==> src/rtl/pixel_pkg.sv <==
// Shared types and constants for the test-pattern pixel path.
package pixel_pkg;

    localparam int COLOR_WID = 4;

    typedef enum logic [1:0] {
        PM_GRADIENT = 2'd0,
        PM_BARS     = 2'd1,
        PM_CHECKER  = 2'd2,
        PM_SOLID    = 2'd3
    } pattern_mode_t;

    typedef struct packed {
        logic [COLOR_WID-1:0] r;
        logic [COLOR_WID-1:0] g;
        logic [COLOR_WID-1:0] b;
    } rgb_t;

    localparam logic [COLOR_WID-1:0] COLOR_MAX  = {COLOR_WID{1'b1}};
    localparam logic [COLOR_WID-1:0] COLOR_ZERO = {COLOR_WID{1'b0}};

    // Channel enables {r,g,b} for the solid-colour phase: red, green, blue, white.
    function automatic logic [2:0] phase_mask(input logic [1:0] phase);
        logic [2:0] mask;
        case (phase)
            2'd0:    mask = 3'b100;
            2'd1:    mask = 3'b010;
            2'd2:    mask = 3'b001;
            2'd3:    mask = 3'b111;
            default: mask = 3'b000;
        endcase
        return mask;
    endfunction

endpackage

==> src/rtl/bar_counter.sv <==
// Tracks pixel position within a colour bar and which bar is current.
module bar_counter #(
    parameter int BAR_W     = 80,
    parameter int BAR_COUNT = 8,
    parameter int PX_W      = (BAR_W > 1) ? $clog2(BAR_W) : 1,
    parameter int IDX_W     = (BAR_COUNT > 1) ? $clog2(BAR_COUNT) : 1
) (
    input  logic             clk,
    input  logic             rst,
    input  logic             active_i,
    input  logic             clear_i,
    output logic [IDX_W-1:0] bar_idx_o
);

    logic [PX_W-1:0]  bar_px_q;
    logic [IDX_W-1:0] bar_idx_q;

    // Advance within the bar on active pixels; the index saturates on the last bar.
    always_ff @(posedge clk) begin
        if (rst || clear_i) begin
            bar_px_q  <= {PX_W{1'b0}};
            bar_idx_q <= {IDX_W{1'b0}};
        end else if (active_i) begin
            if (bar_px_q == PX_W'(BAR_W - 1)) begin
                bar_px_q <= {PX_W{1'b0}};
                if (bar_idx_q != IDX_W'(BAR_COUNT - 1)) begin
                    bar_idx_q <= bar_idx_q + {{(IDX_W-1){1'b0}}, 1'b1};
                end else begin
                    bar_idx_q <= bar_idx_q;
                end
            end else begin
                bar_px_q <= bar_px_q + {{(PX_W-1){1'b0}}, 1'b1};
            end
        end else begin
            bar_px_q  <= bar_px_q;
            bar_idx_q <= bar_idx_q;
        end
    end

    assign bar_idx_o = bar_idx_q;

endmodule

==> src/rtl/pattern_pixel_engine.sv <==
// Test-pattern pixel producer: mode latch, animation frame counter,
// pattern selection and registered, blank-suppressed RGB output.
module pattern_pixel_engine
    import pixel_pkg::*;
#(
    parameter int H_CNT_WID = 10,
    parameter int V_CNT_WID = 10,
    parameter int COLOR_WID = 4,
    parameter int H_ACTIVE  = 640,
    parameter int BAR_COUNT = 8,
    parameter int CHK_SHIFT = 5,
    parameter int FRAME_WID = 8
) (
    input  logic                 clk,
    input  logic                 rst,
    input  logic [1:0]           mode_i,
    input  logic                 freeze_i,
    input  logic                 pixIf_NEXT_FRAME,
    input  logic                 pixIf_H_BLANKING,
    input  logic [H_CNT_WID-1:0] pixIf_H_CNT,
    input  logic [V_CNT_WID-1:0] pixIf_next_V_CNT,
    output logic [COLOR_WID-1:0] pixIf_r,
    output logic [COLOR_WID-1:0] pixIf_g,
    output logic [COLOR_WID-1:0] pixIf_b,
    output logic [FRAME_WID-1:0] frame_cnt_o
);

    localparam int BAR_W = H_ACTIVE / BAR_COUNT;
    localparam int IDX_W = (BAR_COUNT > 1) ? $clog2(BAR_COUNT) : 1;
    localparam int PIX_W = 3 * COLOR_WID;

    pattern_mode_t        mode_q, mode_d;
    logic [FRAME_WID-1:0] frame_q, frame_d;
    logic [PIX_W-1:0]     rgb_q, rgb_d;
    logic [PIX_W-1:0]     pix_s;
    logic [IDX_W-1:0]     bar_idx_s;
    logic [2:0]           bar_k_s;
    logic [H_CNT_WID-1:0] chk_sum_s;
    logic                 chk_cell_s;
    logic [2:0]           solid_mask_s;

    bar_counter #(
        .BAR_W     (BAR_W),
        .BAR_COUNT (BAR_COUNT),
        .IDX_W     (IDX_W)
    ) u_bar_counter (
        .clk       (clk),
        .rst       (rst),
        .active_i  (!pixIf_H_BLANKING),
        .clear_i   (pixIf_H_BLANKING),
        .bar_idx_o (bar_idx_s)
    );

    assign bar_k_s      = 3'(bar_idx_s);
    assign chk_sum_s    = pixIf_H_CNT + H_CNT_WID'(frame_q);
    assign chk_cell_s   = chk_sum_s[CHK_SHIFT] ^ pixIf_next_V_CNT[CHK_SHIFT];
    assign solid_mask_s = phase_mask(frame_q[FRAME_WID-1 -: 2]);

    // Mode takes effect in the pulse cycle itself; the pixel still sees the old frame count.
    always_comb begin
        mode_d  = mode_q;
        frame_d = frame_q;
        pix_s   = {PIX_W{1'b0}};
        rgb_d   = {PIX_W{1'b0}};

        if (pixIf_NEXT_FRAME) begin
            mode_d = pattern_mode_t'(mode_i);
            if (!freeze_i) begin
                frame_d = frame_q + {{(FRAME_WID-1){1'b0}}, 1'b1};
            end else begin
                frame_d = frame_q;
            end
        end else begin
            mode_d  = mode_q;
            frame_d = frame_q;
        end

        case (mode_d)
            PM_GRADIENT: pix_s = PIX_W'({pixIf_next_V_CNT, pixIf_H_CNT});
            PM_BARS:     pix_s = {{COLOR_WID{bar_k_s[2]}}, {COLOR_WID{bar_k_s[1]}},
                                  {COLOR_WID{bar_k_s[0]}}};
            PM_CHECKER:  pix_s = {PIX_W{chk_cell_s}};
            PM_SOLID:    pix_s = {{COLOR_WID{solid_mask_s[2]}}, {COLOR_WID{solid_mask_s[1]}},
                                  {COLOR_WID{solid_mask_s[0]}}};
            default:     pix_s = {PIX_W{1'b0}};
        endcase

        if (pixIf_H_BLANKING) begin
            rgb_d = {PIX_W{1'b0}};
        end else begin
            rgb_d = pix_s;
        end
    end

    // State and output registers.
    always_ff @(posedge clk) begin
        if (rst) begin
            mode_q  <= PM_GRADIENT;
            frame_q <= {FRAME_WID{1'b0}};
            rgb_q   <= {PIX_W{1'b0}};
        end else begin
            mode_q  <= mode_d;
            frame_q <= frame_d;
            rgb_q   <= rgb_d;
        end
    end

    assign pixIf_r     = rgb_q[PIX_W-1 -: COLOR_WID];
    assign pixIf_g     = rgb_q[2*COLOR_WID-1 -: COLOR_WID];
    assign pixIf_b     = rgb_q[COLOR_WID-1:0];
    assign frame_cnt_o = frame_q;

endmodule

==> config.mk <==
export PLATFORM = sky130hd
export DESIGN_NAME = pattern_pixel_engine
export DESIGN_NICKNAME = d
export VERILOG_FILES = /design/src/rtl/pixel_pkg.sv /design/src/rtl/bar_counter.sv /design/src/rtl/pattern_pixel_engine.sv
export SDC_FILE = /design/constraint.sdc
export NUM_CORES = 1
export LEC_CHECK = 0
export CAP_MARGIN = 0
export CORE_MARGIN = 4
export CORE_UTILIZATION = 31
export CTS_CLUSTER_SIZE = 20
export DETAILED_ROUTE_END_ITERATION = 10
export PLACE_DENSITY = 0.69
export SETUP_SLACK_MARGIN = 0.15
export SLEW_MARGIN = 10
export SYNTH_ARGS = -nofsm -noshare
export SYNTH_HDL_FRONTEND = slang
export SYNTH_SLANG_ARGS = --single-unit
==> constraint.sdc <==
create_clock -name clk -period 2.4 [get_ports clk]
set_input_delay 0.72 -clock clk [delete_from_list [all_inputs] [get_ports clk]]
set_output_delay 0.72 -clock clk [all_outputs]
set_load 0.1 [all_outputs]
==> flow_summary.toml, run 1 <==
[yosys]
yosys-top-cells-area = "dfxtp_1 (44%), ha_1 (10%), nand2_1 (6.2%)"
avgSynthCellArea_um2 = 9.06
synth.top_cell.area_share_pct = 44.2
ys_ff_latch = 32
async_flop_share_pct = 0
yosysTopAreaCell = "dfxtp_1"
synthCells = 160
synth-warning-count = 0
yosysMostFrequentCell = "dfxtp_1"
yosys-top-cells-count = "dfxtp_1 (32), nand2_1 (24), nor2_1 (24)"
ys_types = 30
synth_fp_nets = 199
synth-edff-count = 0
synthFlopType = "dfxtp_1"
ys_seq_area_share_pct = 44.2
synth_area_um2 = 1450

[route]
wire_per_inst_um = 11.6
routed_wirelength_um = 3010
via_per_inst = 4.69
vias = 1214
dr.pass1.iters = 4
antenna_left = 0
drtIter0Drc = 43
drc = 0

[layout]
layout-drive-gt1-share_pct = 18.8
regArea_um2 = 642
diodes = 0
area_growth_pct = 35.2
final_nets = 245
fillers = 441
multi_input_area_um2 = 774
finalNonFillerCells = 259

[floorplanning]
die-area_um2 = 5840
die_h_um = 76.4
die_w_um = 76.4
num_rows = 24
start_util_pct = 32.6
fp.coreArea_um2 = 4440
ioPinCount = 47

[clock_tree]
clk_pin_slew_worst_paths_ps = 60
cts_resized = 0
cts-root-buf = "clkbuf_8"
cts_hold_buf = 0
post_cts_buffers = 0
htree_num_levels = 2
tritoncts = "done"
cts.path.max_buffers = 2
cts_sinks = 32
insertion_delay_ps = 280
numCtsBuffers = 5

[sta]
final.period_utilization_pct = 89.7
skew_ps = 6.65
setup_violations = 0
rsz0062_at_grt = "no"
max_freq_mhz = 464
tightest_slew_ps = 359
relSlewSlack_pct = 75.9
setup_tns_ps = 0
fin_ws_ps = 246
final_hold_viol_count = 0
drv_slew = 0
min_period_ps = 2150

[global_routing]
grt-ovfl-total = 0
grt_pass1_wl_um = 4900
grt_antenna_before_repair = 0
grt_pass1_vias = 1107
grt_max_degree = 18
grt_usage_pct = 10.8

[power]
cellPowerDensity_nw_per_um2 = 607
cellLeakagePower_nw = 0.833
vdd_ir_drop_max_mv = 0.155

[setup_path]
cpMostUsedCell = "a21oi_1"
cp.required_ps = 2600
cp_num_buf_inv = 2
start_kind = "input pin"
r2r_setup_slack_ps = 820
worstSetupPathType = "input pin to flip-flop"
end_kind = "flip-flop"
crit_chain = "clkdlybuf4s50_1 -> ha_1 -> a21oi_1 -> a21o_1 -> a21oi_1 -> nand4b_1 -> buf_4 -> a31oi_1"
crit_family = "buffers and inverters"
cp_max_fo = 12
arrival_ps = 2360
cpMaxStageDelayCell = "clkdlybuf4s50_1"
max_stage_delay_ps = 450

[placed_design]
dp_hpwl_um = 2320
port_buffers = 39
pre_cts_ws_ps = -31.5
place.gp.congestion = 0.699
dp.cells = 251

[hold_path]
hold_path_class = "flip-flop to flip-flop"

[job]
cap_viol_max_count = 0

[outcome]
status = "finished, final reports clean"
==> worst paths after layout <==
path / start / to / cells after the start
min reg2reg: u_bar_counter.bar_px_q[0]$_SDFFE_PP0N_ / u_bar_counter.bar_px_q[0]$_SDFFE_PP0N_ / 1
max reg2reg: frame_cnt_o[2]$_SDFFE_PP0P_ / rgb_q[1]$_SDFF_PP0_ / 7
min: u_bar_counter.bar_px_q[0]$_SDFFE_PP0N_ / u_bar_counter.bar_px_q[0]$_SDFFE_PP0N_ / 1
max: pixIf_H_CNT[2] / rgb_q[1]$_SDFF_PP0_ / 8
==> state kept, by name, indices dropped and copies added (netlist names) <==
name / cells
rgb_q: 12
frame_cnt_o: 8
u_bar_counter.bar_px_q: 7
u_bar_counter.bar_idx_o: 3
mode_q: 2
==> per-stage QoR <==
step	utilization (%)	power (W)	hold slack (ps)	area (µm²)
final	44.1	0.00119	472	1960
after global routing	44.1	0.00125	519	1960
after CTS	44.1	0.00121	472	1960
after detailed placement	42.1	0.000790	457	1870
after global placement	42.1	0.000788	450	1870
after floorplan	-	0.000718	430	1450
==> cell type report <==
type | count | area share, %
multi-input combinational | 120 | 39.5
sequential | 32 | 32.7
timing repair buffer | 44 | 19.3
clock buffer | 8 | 4.59
tap | 52 | 3.32
inverter | 3 | 0.574
==> cells by family (layout without fill, tap and decap cells) <==
group,Yosys count,in the layout,share of synthesized area [%]
adders and majority gates,12,12,10.4
xor gates and xnor gates,13,13,7.85
AOI/OAI and AO/OA,22,22,9.49
muxes,7,7,5.09
DFF,32,32,44.2
buffers and inverters,8,55,2.42
and+or+nand+nor,66,66,20.6
==> cell usage in the layout, fill, tap and decap left out, types with 2 or more instances in the layout <==
cell | netlist | final
xor2_1 | 6 | 6
nor3_1 | 2 | 2
nand2_1 | 24 | 24
clkbuf_8 | 0 | 6
o211ai_1 | 2 | 2
xnor2_1 | 7 | 7
buf_4 | 1 | 25
a31oi_1 | 12 | 12
a21oi_1 | 5 | 5
nand2b_1 | 2 | 2
dfxtp_1 | 32 | 31
clkdlybuf4s50_1 | 0 | 19
mux2i_1 | 4 | 4
nand3_1 | 4 | 4
clkbuf_1 | 3 | 2
nand4b_1 | 2 | 2
inv_1 | 3 | 3
mux2_2 | 3 | 3
ha_1 | 12 | 12
nor2_1 | 24 | 24
==> report_power, final <==
group / leakage (nW) / switching, W / internal (W)
Sequential: 0.261 / 0.00000808 / 0.000548
Clock: 0.0455 / 0.000180 / 0.000233
Combinational: 0.527 / 0.000147 / 0.0000743
==> routing by layer <==
metal	part of all wire (%)	wire (µm)	track usage, %
met2	46	1370	17.0
met3	5.7	170	4.37
met5	0	0	0
met1	46	1390	12.5
met4	2.4	71	5.98
Power figures use the tool's default switching activity.
==> run 2: changes to the inputs <==
--- a/config.mk
+++ b/config.mk
@@ -8,6 +8,7 @@
 export CAP_MARGIN = 0
 export CORE_MARGIN = 4
 export CORE_UTILIZATION = 31
+export CTS_CLUSTER_DIAMETER = 40
 export CTS_CLUSTER_SIZE = 20
 export DETAILED_ROUTE_END_ITERATION = 10
 export PLACE_DENSITY = 0.69
==> constraint.sdc (replaced) <==
create_clock -name clk -period 2.17 [get_ports clk]
set_input_delay 0.651 -clock clk [delete_from_list [all_inputs] [get_ports clk]]
set_output_delay 0.651 -clock clk [all_outputs]
set_load 0.1 [all_outputs]
==> run 2 against run 1 <==
Power up 13%. Count of clock-buffer cells in the layout unchanged. Non-clock buffer count up 8. Sequential share of layout area down 3.2 points. Critical path depth down 1. Clock skew down 1.2 ps. Clock power up 9.9%. Flip-flop and latch count unchanged. Setup slack better by 20 ps. Via count up 3.2%. Register-to-register slack worse by 250 ps. Worst hold slack worse by 4.9 ps. Critical path type unchanged. Largest cell class unchanged.
==> flow_summary.toml, run 2 (synthesis gave the netlist of run 1 again) <==
[setup_path]
worstSetupPathType = "input pin to flip-flop"
cp_max_fo = 6
r2r_cells = 7
end_kind = "flip-flop"
r2r_setup_slack_ps = 570
cp-startpoint = "pixIf_H_CNT[5]"
r2r_end = "rgb_q[6]$_SDFF_PP0_"
cp.required_ps = 2370
arrival_ps = 2110
r2r-start = "frame_cnt_o[2]$_SDFFE_PP0P_"
start_kind = "input pin"
crit_path_end = "rgb_q[6]$_SDFF_PP0_"

[floorplanning]
ioPinCount = 47
num_rows = 24
die_w_um = 76.4
start_util_pct = 32.6
die-area_um2 = 5840
fp.coreArea_um2 = 4440
die_h_um = 76.4

[placed_design]
dp_hpwl_um = 2320
place.gp.congestion = 0.754
placed_area_um2 = 2030
port_buffers = 39

[layout]
final_cell_mix = "dfxtp_1 (27), nor2_1 (24), nand2_1 (24), buf_4 (24), clkdlybuf4s50_1 (14)"
layout-drive-gt1-share_pct = 26.5
final_nets = 253
area_growth_pct = 51.2
largest_register_ffs = 12
utilization_pct = 49.3
stdcell_area_um2 = 2190
final_common_cell = "dfxtp_1"
diodes = 0
largest-register = "rgb_q"

[sta]
setup_violations = 0
final.period_utilization_pct = 87.7
drv_slew = 0
final_hold_viol_count = 0
tightest_slew_ps = 361
skew_ps = 5.49
relSlewSlack_pct = 75.8
rsz0062_at_grt = "yes"
min_period_ps = 1900
max_freq_mhz = 525

[global_routing]
grt_usage_pct = 10.9
grt_antenna_before_repair = 0
grt-ovfl-total = 0
grt_pass1_wl_um = 5120
grt_pass1_vias = 1199
grt_max_degree = 18

[job]
cap_viol_max_count = 0

[clock_tree]
tritoncts = "done"
clk_pin_slew_worst_paths_ps = 60
htree_num_levels = 2
cts_sinks = 32
cts-root-buf = "clkbuf_8"
cts.path.max_buffers = 2
numCtsBuffers = 5
insertion_delay_ps = 280
post_cts_buffers = 0

[route]
via_per_inst = 4.69
vias = 1253
drtIter0Drc = 22
wire_per_inst_um = 11.8
drc = 0
antenna_left = 0
routed_wirelength_um = 3160
dr.pass1.iters = 3

[outcome]
status = "finished, final reports clean"

[power]
report.power.total_w = 0.00134
vdd_ir_drop_max_mv = 0.202
cellLeakagePower_nw = 0.947
cellPowerDensity_nw_per_um2 = 611

[hold_path]
hold_path_class = "flip-flop to flip-flop"
[run 2: final cells by class]
type	count	area, µm²
Clock buffer	8	90.1
Fill cell	426	2250
Inverter	3	11.3
Multi-Input combinational cell	120	825
Sequential cell	32	647
Tap cell	52	65.1
Timing Repair Buffer	52	554
[run 2: timing repair]
item | CTS | global route
resized for setup | 0 | 14
hold buffers | 0 | 0
setup endpoints to repair | 0 | 14
[run 2: worst min-delay path by stage]
stage	start	end	slack (ps)	cells past startpoint
floorplan	u_bar_counter.bar_px_q[0]$_SDFFE_PP0N_	u_bar_counter.bar_px_q[0]$_SDFFE_PP0N_	430	1
global placement	u_bar_counter.bar_px_q[0]$_SDFFE_PP0N_	u_bar_counter.bar_px_q[0]$_SDFFE_PP0N_	450	1
detailed placement	u_bar_counter.bar_px_q[0]$_SDFFE_PP0N_	u_bar_counter.bar_px_q[0]$_SDFFE_PP0N_	460	1
CTS	u_bar_counter.bar_px_q[0]$_SDFFE_PP0N_	u_bar_counter.bar_px_q[0]$_SDFFE_PP0N_	470	1
global route	u_bar_counter.bar_px_q[0]$_SDFFE_PP0N_	u_bar_counter.bar_px_q[0]$_SDFFE_PP0N_	500	1
finish	u_bar_counter.bar_px_q[0]$_SDFFE_PP0N_	u_bar_counter.bar_px_q[0]$_SDFFE_PP0N_	470	1
[run 2: metrics by stage]
| step | setup slack, ps | TNS (ps) | cells | hold WS (ps) |
|---|---|---|---|---|
| 2_1_floorplan | 164 | 0 | 160 | 430 |
| 4_1_cts | 158 | 0 | 266 | 474 |
| 6_report | 267 | 0 | 267 | 467 |
| 5_1_grt | 140 | 0 | 267 | 496 |
| 3_5_place_dp | -139 | -1610 | 258 | 459 |
| 3_3_place_gp | -132 | -1590 | 258 | 450 |
[run 2: worst max-delay path: stages]
cell	delay [ps]
clkdlybuf4s50_1	530
xor2_2	180
xnor2_1	150
a21oi_1	50
nand4b_1	220
buf_4	200
a31oi_1	120
[run 2: where the power goes]
group,internal [W],switching [W]
clock network,0.000258,0.000196
registers,0.000606,0.0000105
logic,0.000100,0.000169
[run 2: layer usage]
metal | track usage [%] | vias to the layer above | part of all wire (%)
met1 | 12.2 | 559 | 46
met5 | 0 | - | 0
met4 | 5.43 | 0 | 2.1
met2 | 17.7 | 32 | 45
li1 | - | 656 | -
met3 | 4.61 | 6 | 6.1
